[src/rtl/in_cond_pkg.sv]
// Shared types and defaults for the input-conditioning front end.
// Holds the debounce state encoding and an elaboration-time width check.
package in_cond_pkg;

   typedef enum logic [1:0] {
      STABLE_LO = 2'd0,
      PEND_HI   = 2'd1,
      STABLE_HI = 2'd2,
      PEND_LO   = 2'd3
   } state_t;

   localparam int SYNC_STAGES_DEF = 2;
   localparam int DEBOUNCE_DEF    = 1000;
   localparam int CNT_W_DEF       = 16;

   // True when a w-bit counter can represent the value n.
   function automatic bit cnt_fits(input int w, input int n);
      if (w >= 63) begin
         cnt_fits = 1'b1;
      end else begin
         cnt_fits = ((64'd1 << w) > 64'(n));
      end
   endfunction

endpackage

[src/rtl/in_sync.sv]
// Plain flop chain bringing an asynchronous level into the i_clk domain.
// Nothing sits between the flops so every stage gets a full period to resolve.
module in_sync #(
   parameter int STAGES = 2
) (
   input  logic i_clk,
   input  logic i_rst_n,
   input  logic i_d,
   output logic o_q
);

   logic [STAGES-1:0] r_chain;

   // Shift the raw level through the chain; reset clears every stage.
   always_ff @(posedge i_clk or negedge i_rst_n) begin
      if (!i_rst_n) begin
         r_chain <= '0;
      end else begin
         r_chain <= {r_chain[STAGES-2:0], i_d};
      end
   end

   assign o_q = r_chain[STAGES-1];

endmodule

[src/rtl/in_debounce.sv]
// Synchronise and debounce a raw input into a clean level with rise/fall strobes.
// A candidate level must be seen DEBOUNCE_CYCLES consecutive samples before OUT follows.
module in_debounce
   import in_cond_pkg::*;
#(
   parameter int SYNC_STAGES     = SYNC_STAGES_DEF,
   parameter int DEBOUNCE_CYCLES = DEBOUNCE_DEF,
   parameter int CNT_W           = CNT_W_DEF
) (
   input  logic CLK,
   input  logic RST,
   input  logic RAW_IN,
   input  logic EN,
   output logic OUT,
   output logic RISE,
   output logic FALL,
   output logic BUSY
);

   if (SYNC_STAGES < 2) begin : g_bad_sync
      $error("in_debounce: SYNC_STAGES must be at least 2");
   end
   if (DEBOUNCE_CYCLES < 2) begin : g_bad_deb
      $error("in_debounce: DEBOUNCE_CYCLES must be at least 2");
   end
   if (!cnt_fits(CNT_W, DEBOUNCE_CYCLES)) begin : g_bad_cnt
      $error("in_debounce: CNT_W too narrow for DEBOUNCE_CYCLES");
   end

   localparam logic [CNT_W-1:0] CNT_ZERO = CNT_W'(0);
   localparam logic [CNT_W-1:0] CNT_ONE  = CNT_W'(1);
   localparam logic [CNT_W-1:0] CNT_LAST = CNT_W'(DEBOUNCE_CYCLES - 1);

   logic             w_s;
   state_t           r_state;
   logic [CNT_W-1:0] r_cnt;
   logic             r_out;
   logic             r_rise;
   logic             r_fall;
   logic             r_busy;

   in_sync #(
      .STAGES (SYNC_STAGES)
   ) u_sync (
      .i_clk   (CLK),
      .i_rst_n (RST),
      .i_d     (RAW_IN),
      .o_q     (w_s)
   );

   // Debounce FSM; outputs are registered alongside the state, and the
   // count never passes CNT_LAST because reaching it always leaves PEND_*.
   always_ff @(posedge CLK or negedge RST) begin
      if (!RST) begin
         r_state <= STABLE_LO;
         r_cnt   <= CNT_ZERO;
         r_out   <= 1'b0;
         r_rise  <= 1'b0;
         r_fall  <= 1'b0;
         r_busy  <= 1'b0;
      end else begin
         r_rise <= 1'b0;
         r_fall <= 1'b0;
         case (r_state)
            STABLE_LO: begin
               if (EN && w_s) begin
                  r_state <= PEND_HI;
                  r_cnt   <= CNT_ONE;
                  r_busy  <= 1'b1;
               end else begin
                  r_cnt  <= CNT_ZERO;
                  r_busy <= 1'b0;
               end
            end
            PEND_HI: begin
               if (!EN || !w_s) begin
                  r_state <= STABLE_LO;
                  r_cnt   <= CNT_ZERO;
                  r_busy  <= 1'b0;
               end else if (r_cnt == CNT_LAST) begin
                  r_state <= STABLE_HI;
                  r_cnt   <= CNT_ZERO;
                  r_out   <= 1'b1;
                  r_rise  <= 1'b1;
                  r_busy  <= 1'b0;
               end else begin
                  r_cnt <= r_cnt + CNT_ONE;
               end
            end
            STABLE_HI: begin
               if (EN && !w_s) begin
                  r_state <= PEND_LO;
                  r_cnt   <= CNT_ONE;
                  r_busy  <= 1'b1;
               end else begin
                  r_cnt  <= CNT_ZERO;
                  r_busy <= 1'b0;
               end
            end
            PEND_LO: begin
               if (!EN || w_s) begin
                  r_state <= STABLE_HI;
                  r_cnt   <= CNT_ZERO;
                  r_busy  <= 1'b0;
               end else if (r_cnt == CNT_LAST) begin
                  r_state <= STABLE_LO;
                  r_cnt   <= CNT_ZERO;
                  r_out   <= 1'b0;
                  r_fall  <= 1'b1;
                  r_busy  <= 1'b0;
               end else begin
                  r_cnt <= r_cnt + CNT_ONE;
               end
            end
            default: begin
               r_state <= STABLE_LO;
               r_cnt   <= CNT_ZERO;
               r_out   <= 1'b0;
               r_busy  <= 1'b0;
            end
         endcase
      end
   end

   assign OUT  = r_out;
   assign RISE = r_rise;
   assign FALL = r_fall;
   assign BUSY = r_busy;

endmodule

[config.mk]
export PLATFORM = sky130hd
export DESIGN_NAME = in_debounce
export DESIGN_NICKNAME = d
export VERILOG_FILES = /design/src/rtl/in_cond_pkg.sv /design/src/rtl/in_sync.sv /design/src/rtl/in_debounce.sv
export SDC_FILE = /design/constraint.sdc
export NUM_CORES = 1
export LEC_CHECK = 0
export CAP_MARGIN = 25
export CORE_ASPECT_RATIO = 0.9
export CORE_MARGIN = 2
export CORE_UTILIZATION = 35
export DETAILED_ROUTE_END_ITERATION = 10
export GPL_ROUTABILITY_DRIVEN = 0
export PLACE_DENSITY_LB_ADDON = 0.05
export SYNTH_ARGS = -nofsm -noshare
export SYNTH_HDL_FRONTEND = slang
export SYNTH_HIERARCHICAL = 1
export SYNTH_SLANG_ARGS = --single-unit
[constraint.sdc]
create_clock -name CLK -period 2.1 [get_ports CLK]
set_clock_uncertainty 0.1 [all_clocks]
set_input_delay 0.21 -clock CLK [delete_from_list [all_inputs] [get_ports CLK]]
set_output_delay 0.21 -clock CLK [all_outputs]
set_load 0.05 [all_outputs]
==> flow_summary.json, run 1 <==
{
  "hpwl_um": 1410,
  "worst-path-buf-inv": 1,
  "ioPinCount": 8,
  "ys_top_cells_by_area": "dfrtp_1 54%, xnor2_1 9.4%, nor2_1 6.0%",
  "leakage_nw": 0.509,
  "cp_num_cells": 5,
  "critPathSlowestCell": "or4_4",
  "cts_resized": 0,
  "portBuffers": 7,
  "antenna_found_initial": 0,
  "synth_top_area_share_pct": 53.6,
  "hold_ws_ns": 0.132,
  "die_area_um2": 3670,
  "initial_core_util_pct": 36.8,
  "final_util_pct": 42.5,
  "cts_buffer_depth": 2,
  "htreeDepth": 1,
  "clock-sinks": 24,
  "yosysWarnings": 6,
  "max_freq_mhz": 507,
  "start_kind": "register",
  "crit_path_end_kind": "register",
  "min_period_ns": 1.97,
  "setup_viol": 0,
  "cp_data_arrival_time_ns": 2.09,
  "antenna_left": 0,
  "slew_viol_final": 0,
  "cts_tree": "done",
  "critPathKind": "register to register",
  "final_area_um2": 1290,
  "syn_avg_cell_area_um2": 10.6,
  "hold_buffers": 0,
  "place_area_um2": 1260,
  "rr_worst_depth": 5,
  "num_antenna_cells": 0,
  "synthCells": 106,
  "slew_headroom_pct": 67.0,
  "power.density_nw_per_um2": 584,
  "grt_pass1_vias": 766,
  "period_share_pct": 93.9,
  "grt_use_total_pct": 13.1,
  "grt_first_pass_wirelength_um": 3680,
  "wl_um": 1970,
  "crit_family": "simple AND/OR/NAND/NOR gates",
  "critical-path-max-stage-delay_ns": 0.55,
  "dieHeight_um": 57.7,
  "status": "completed",
  "area_growth_pct": 15.5,
  "cts_post_setup_buffers_inserted": 0,
  "grt_overflow": 0,
  "cp_cell_sequence": "or4_4, nor4_4, or3b_1, buf_4, nor2_1",
  "die_x_um": 63.6,
  "drcViolationCount": 0,
  "min-delay-path-class": "input port to async pin",
  "ir_drop_mv": 0.284,
  "rsz0062_at_grt": "no",
  "cts_buffers": 3,
  "fin_ws_ns": 0.127,
  "clock_latency_ns": 0.32,
  "synth-seq-cells": 24,
  "vias": 786,
  "synth_cell_types": 24,
  "post_drt_via_cell_ratio": 4.85,
  "num_rows": 19,
  "path_clk_slew_ns": 0.13,
  "wl_per_cell_um": 12.1,
  "synth_seq_area_share_pct": 53.6,
  "finalNetCount": 127,
  "hold_viol_final": 0,
  "coreArea_um2": 3040,
  "dp_slack_ns": 0.124,
  "critPathMaxFanout": 15,
  "synth_fp_nets": 112,
  "grt_max_degree": 25,
  "required_ns": 2.22,
  "drv_cap": 0,
  "layout-drive-gt1-share_pct": 10.8,
  "yosysTopAreaCell": "dfrtp_1",
  "drt_pass1_iterations": 4,
  "syn_area_um2": 1120,
  "tns_ns": 0,
  "worstMarginPinSlew_ns": 0.493,
  "cts_root_buffer": "clkbuf_4",
  "drt_iter0_drc": 48
}
## worst reg2reg max path, stage by stage (launching register included)
cell and delay [ns]:
dfrtp_1 0.43, or4_4 0.55, nor4_4 0.32, or3b_1 0.19
buf_4 0.21, nor2_1 0.07
## cells in the mapped netlist
master and count:
xnor2_1 12, nor4_1 4, nand4_1 5, nor2_1 18, a31oi_1 1, or4bb_1 1, o21ai_0 3, or3b_1 2
dfrtp_1 24, nor3_1 4, ha_1 2, inv_1 7, buf_6 2, nand2_1 4, mux2_1 1, a21oi_1 1
nor3b_1 1, or3b_2 1, xor2_1 2, or4_4 1, nor2b_1 2, nor4_4 1, or2_2 1, nand3_1 6
## through the flow
step / cells / total power, mW
4_1_cts: 162 / 0.773
3_3_place_gp: 158 / 0.520
3_5_place_dp: 158 / 0.521
6_report: 162 / 0.756
2_1_floorplan: 106 / 0.499
5_1_grt: 162 / 0.798
## final cells by class
| cell class | instances | area (um2) |
|---|---|---|
| Clock buffer | 4 | 36.3 |
| Timing Repair Buffer | 12 | 108 |
| Tap cell | 42 | 52.6 |
| Sequential cell | 24 | 601 |
| Fill cell | 318 | 1750 |
| Multi-Input combinational cell | 73 | 470 |
| Inverter | 7 | 26.3 |
## power by group
group | total, mW | internal (mW) | switching, mW
clock network | 0.245 | 0.106 | 0.138
logic | 0.0368 | 0.0139 | 0.0229
registers | 0.474 | 0.469 | 0.00563
## flip-flops by register name (all words and copies together) (netlist names)
signal          flops
BUSY                1
FALL                1
OUT                 1
RISE                1
r_cnt              16
r_state             2
u_sync/r_chain      2
## layer usage
| metal | routed length [um] | GRT usage [%] | vias to the layer above |
|---|---|---|---|
| met1 | 1020 | 18.6 | 385 |
| met3 | 83 | 4.27 | 4 |
| met4 | 23 | 3.73 | 0 |
| met2 | 843 | 19.2 | 11 |
| met5 | 0 | 0 | - |
| li1 | - | - | 386 |
## final timing paths
check                                        from                 to  slack, ns
worst max-delay path                    r_cnt[10]          r_cnt[12]       0.13
worst min-delay path                          RST          r_cnt[10]       0.13
worst max register to register          r_cnt[10]          r_cnt[12]       0.13
worst min register to register  u_sync/r_chain[0]  u_sync/r_chain[1]       0.27
max in group asynchronous                     RST           r_cnt[8]       1.54
min in group CLK                           RAW_IN  u_sync/r_chain[0]       0.22
## kinds of logic (layout without fill, tap and decap cells)
group / Yosys count / count (layout) / synth area share (%)
AND/OR/NAND/NOR: 51 / 51 / 25.5
flip-flops: 24 / 24 / 53.6
XOR/XNOR: 14 / 14 / 10.9
buffers and inverters: 9 / 23 / 4.36
AO/OA/AOI/OAI: 5 / 5 / 2.35
adder cells (fa/ha/maj): 2 / 2 / 2.23
multiplexers: 1 / 1 / 1.01
## layout by cell type (no fill, tap or decap), drive strengths merged, types with 4 or more instances in the layout
master and count:
nand4 5, nand3 6, dfrtp 24, nor2 18, inv 7, buf 5, nor3 4, clkdlybuf4s50 7
nor4 5, clkbuf 4, xnor2 12, nand2 4
No activity file was read; power rests on OpenSTA's default activity.
==> run 2, diff against run 1 <==
--- a/config.mk
+++ b/config.mk
@@ -10,6 +10,7 @@
 export CORE_MARGIN = 2
 export CORE_UTILIZATION = 35
 export DETAILED_ROUTE_END_ITERATION = 10
+export DONT_BUFFER_PORTS = 1
 export GPL_ROUTABILITY_DRIVEN = 0
 export PLACE_DENSITY_LB_ADDON = 0.05
 export SYNTH_ARGS = -nofsm -noshare
==> run 2 against run 1 <==
Final area decreased by 3.2%; flip-flop and latch count is the same; critical path depth down 1; wire length is 0.86% higher; setup slack worse by 0.037 ns; maximum frequency shrank 1.9%; via count fell by 7.5%; sequential share of layout area increased by 1.5 points; utilization down 1.4 points; first-iteration DRC count fell by 6.3%; critical endpoint is now r_state[1]; largest cell class unchanged.
==> flow_summary.json, run 2 (synthesis gave the netlist of run 1 again) <==
{
  "coreArea_um2": 3040,
  "grt_max_degree": 25,
  "critPathKind": "register to register",
  "portBuffers": 0,
  "cts_tree": "done",
  "antenna_found_initial": 0,
  "grt_overflow": 0,
  "wl_per_cell_um": 12.6,
  "required_ns": 2.21,
  "die_area_um2": 3670,
  "min-delay-path-class": "input port to register",
  "min_period_ns": 2.01,
  "endpoint": "r_state[1]",
  "wl_met2_um": 836,
  "start_kind": "register",
  "cts_buffer_depth": 2,
  "critical-path-max-stage-delay_ns": 0.55,
  "tns_ns": 0,
  "period_share_pct": 95.7,
  "hpwl_um": 1400,
  "ir_drop_mv": 0.307,
  "drt_iter0_drc": 45,
  "clock-sinks": 24,
  "timing.rr.end": "r_state[1]",
  "finalNetCount": 123,
  "post_drt_via_cell_ratio": 4.63,
  "grt_pass1_vias": 763,
  "drv_cap": 0,
  "critPathLaunch": "r_cnt[10]",
  "wl_um": 1990,
  "ioPinCount": 8,
  "switchingPower_mw": 0.160,
  "area_growth_pct": 11.8,
  "grt_use_total_pct": 13.2,
  "max_freq_mhz": 498,
  "cts_resized": 0,
  "drcViolationCount": 0,
  "met1_length_um": 1080,
  "setup_viol": 0,
  "switching_share_pct": 22.6,
  "leakage_nw": 0.492,
  "final_cell_mix": "24 x dfrtp_1, 18 x nor2_1, 12 x xnor2_1",
  "combPwrFrac_pct": 4.4,
  "slew_viol_final": 0,
  "largest_register": "r_cnt",
  "vias": 727,
  "slew_headroom_pct": 68.8,
  "htreeDepth": 1,
  "hold_viol_final": 0,
  "path_clk_slew_ns": 0.13,
  "fin_ws_ns": 0.0902,
  "critPathSlowestCell": "or4_4",
  "rr_startpoint": "r_cnt[10]",
  "drt_pass1_iterations": 4,
  "largest_register_ffs": 16,
  "grt_first_pass_wirelength_um": 3680,
  "num_rows": 19,
  "internal-power_mw": 0.549,
  "die_x_um": 63.6,
  "dieHeight_um": 57.7,
  "pwr-share-seq_pct": 67.6,
  "p_clk_share_pct": 28.0,
  "cts_post_setup_buffers_inserted": 0,
  "cp_cell_sequence": "or4_4, nor4_4, nand3_1, mux2_1",
  "top_regs": "r_cnt (16), r_state (2), u_sync/r_chain (2)",
  "cp_data_arrival_time_ns": 2.12,
  "cts_root_buffer": "clkbuf_4",
  "met3_length_um": 73,
  "rr_worst_depth": 4,
  "layout-drive-gt1-share_pct": 10.4,
  "worstMarginPinSlew_ns": 0.469,
  "mostFrequentLayoutCell": "dfrtp_1",
  "initial_core_util_pct": 36.8,
  "final_util_pct": 41.2,
  "num_antenna_cells": 0,
  "clock_latency_ns": 0.31,
  "dp_slack_ns": 0.121,
  "crit_path_end_kind": "register",
  "cts_buffers": 3,
  "rsz0062_at_grt": "no",
  "top_layer": "met3",
  "status": "completed",
  "power.density_nw_per_um2": 566,
  "r2r_slack_ns": 0.09,
  "critPathMaxFanout": 4,
  "antenna_left": 0
}
-- run 2: layout make-up --
class / count / area (um2)
Clock buffer: 3 / 22.5
Fill cell: 305 / 1790
Timing Repair Buffer: 8 / 80.1
Tap cell: 42 / 52.6
Inverter: 7 / 26.3
Sequential cell: 24 / 601
Multi-Input combinational cell: 73 / 470
-- run 2: repair_timing --
| item | CTS | global route |
|---|---|---|
| hold buffers | 4 | 0 |
| setup endpoints to repair | 0 | 0 |
| endpoints found under the hold margin | 27 | 0 |
-- run 2: critical path, delay by kind of cell (launching register included) --
family	cells	cell delay, ns
flip-flops	1	0.43
AND/OR/NAND/NOR	3	1.04
multiplexers	1	0.33
-- run 2: metrics by stage --
stage	area, um2	hold WS [ns]	instances	power, mW
2_1_floorplan	1120	-0.186	106	0.499
3_3_place_gp	1180	-0.185	150	0.502
3_5_place_dp	1180	-0.185	150	0.502
4_1_cts	1250	0.0348	157	0.722
5_1_grt	1250	0.0374	157	0.750
6_report	1250	0.0420	157	0.709
-- run 2: worst min path at each step --
stage / startpoint / cells after the start / endpoint / slack [ns]
after floorplan: RST / 0 / BUSY / -0.19
after global placement: RST / 0 / FALL / -0.19
after detailed placement: RST / 0 / FALL / -0.18
after CTS: EN / 2 / OUT / 0.03
after global routing: EN / 2 / OUT / 0.04
final: EN / 2 / OUT / 0.04
-- run 2: metal layers --
layer	vias to the layer above	GRT usage [%]
met5	-	0
met4	0	3.73
met3	0	4.08
met2	9	18.9
met1	338	19.3
li1	380	-
-- run 2: power groups by stage --
stage	Combinational [mW]	Clock, mW	Sequential, mW
after CTS	0.0325	0.210	0.479
after detailed placement	0.0137	0	0.488
after global routing	0.0369	0.233	0.481
after floorplan	0.0120	0	0.487
after global placement	0.0139	0	0.488
final	0.0315	0.198	0.479
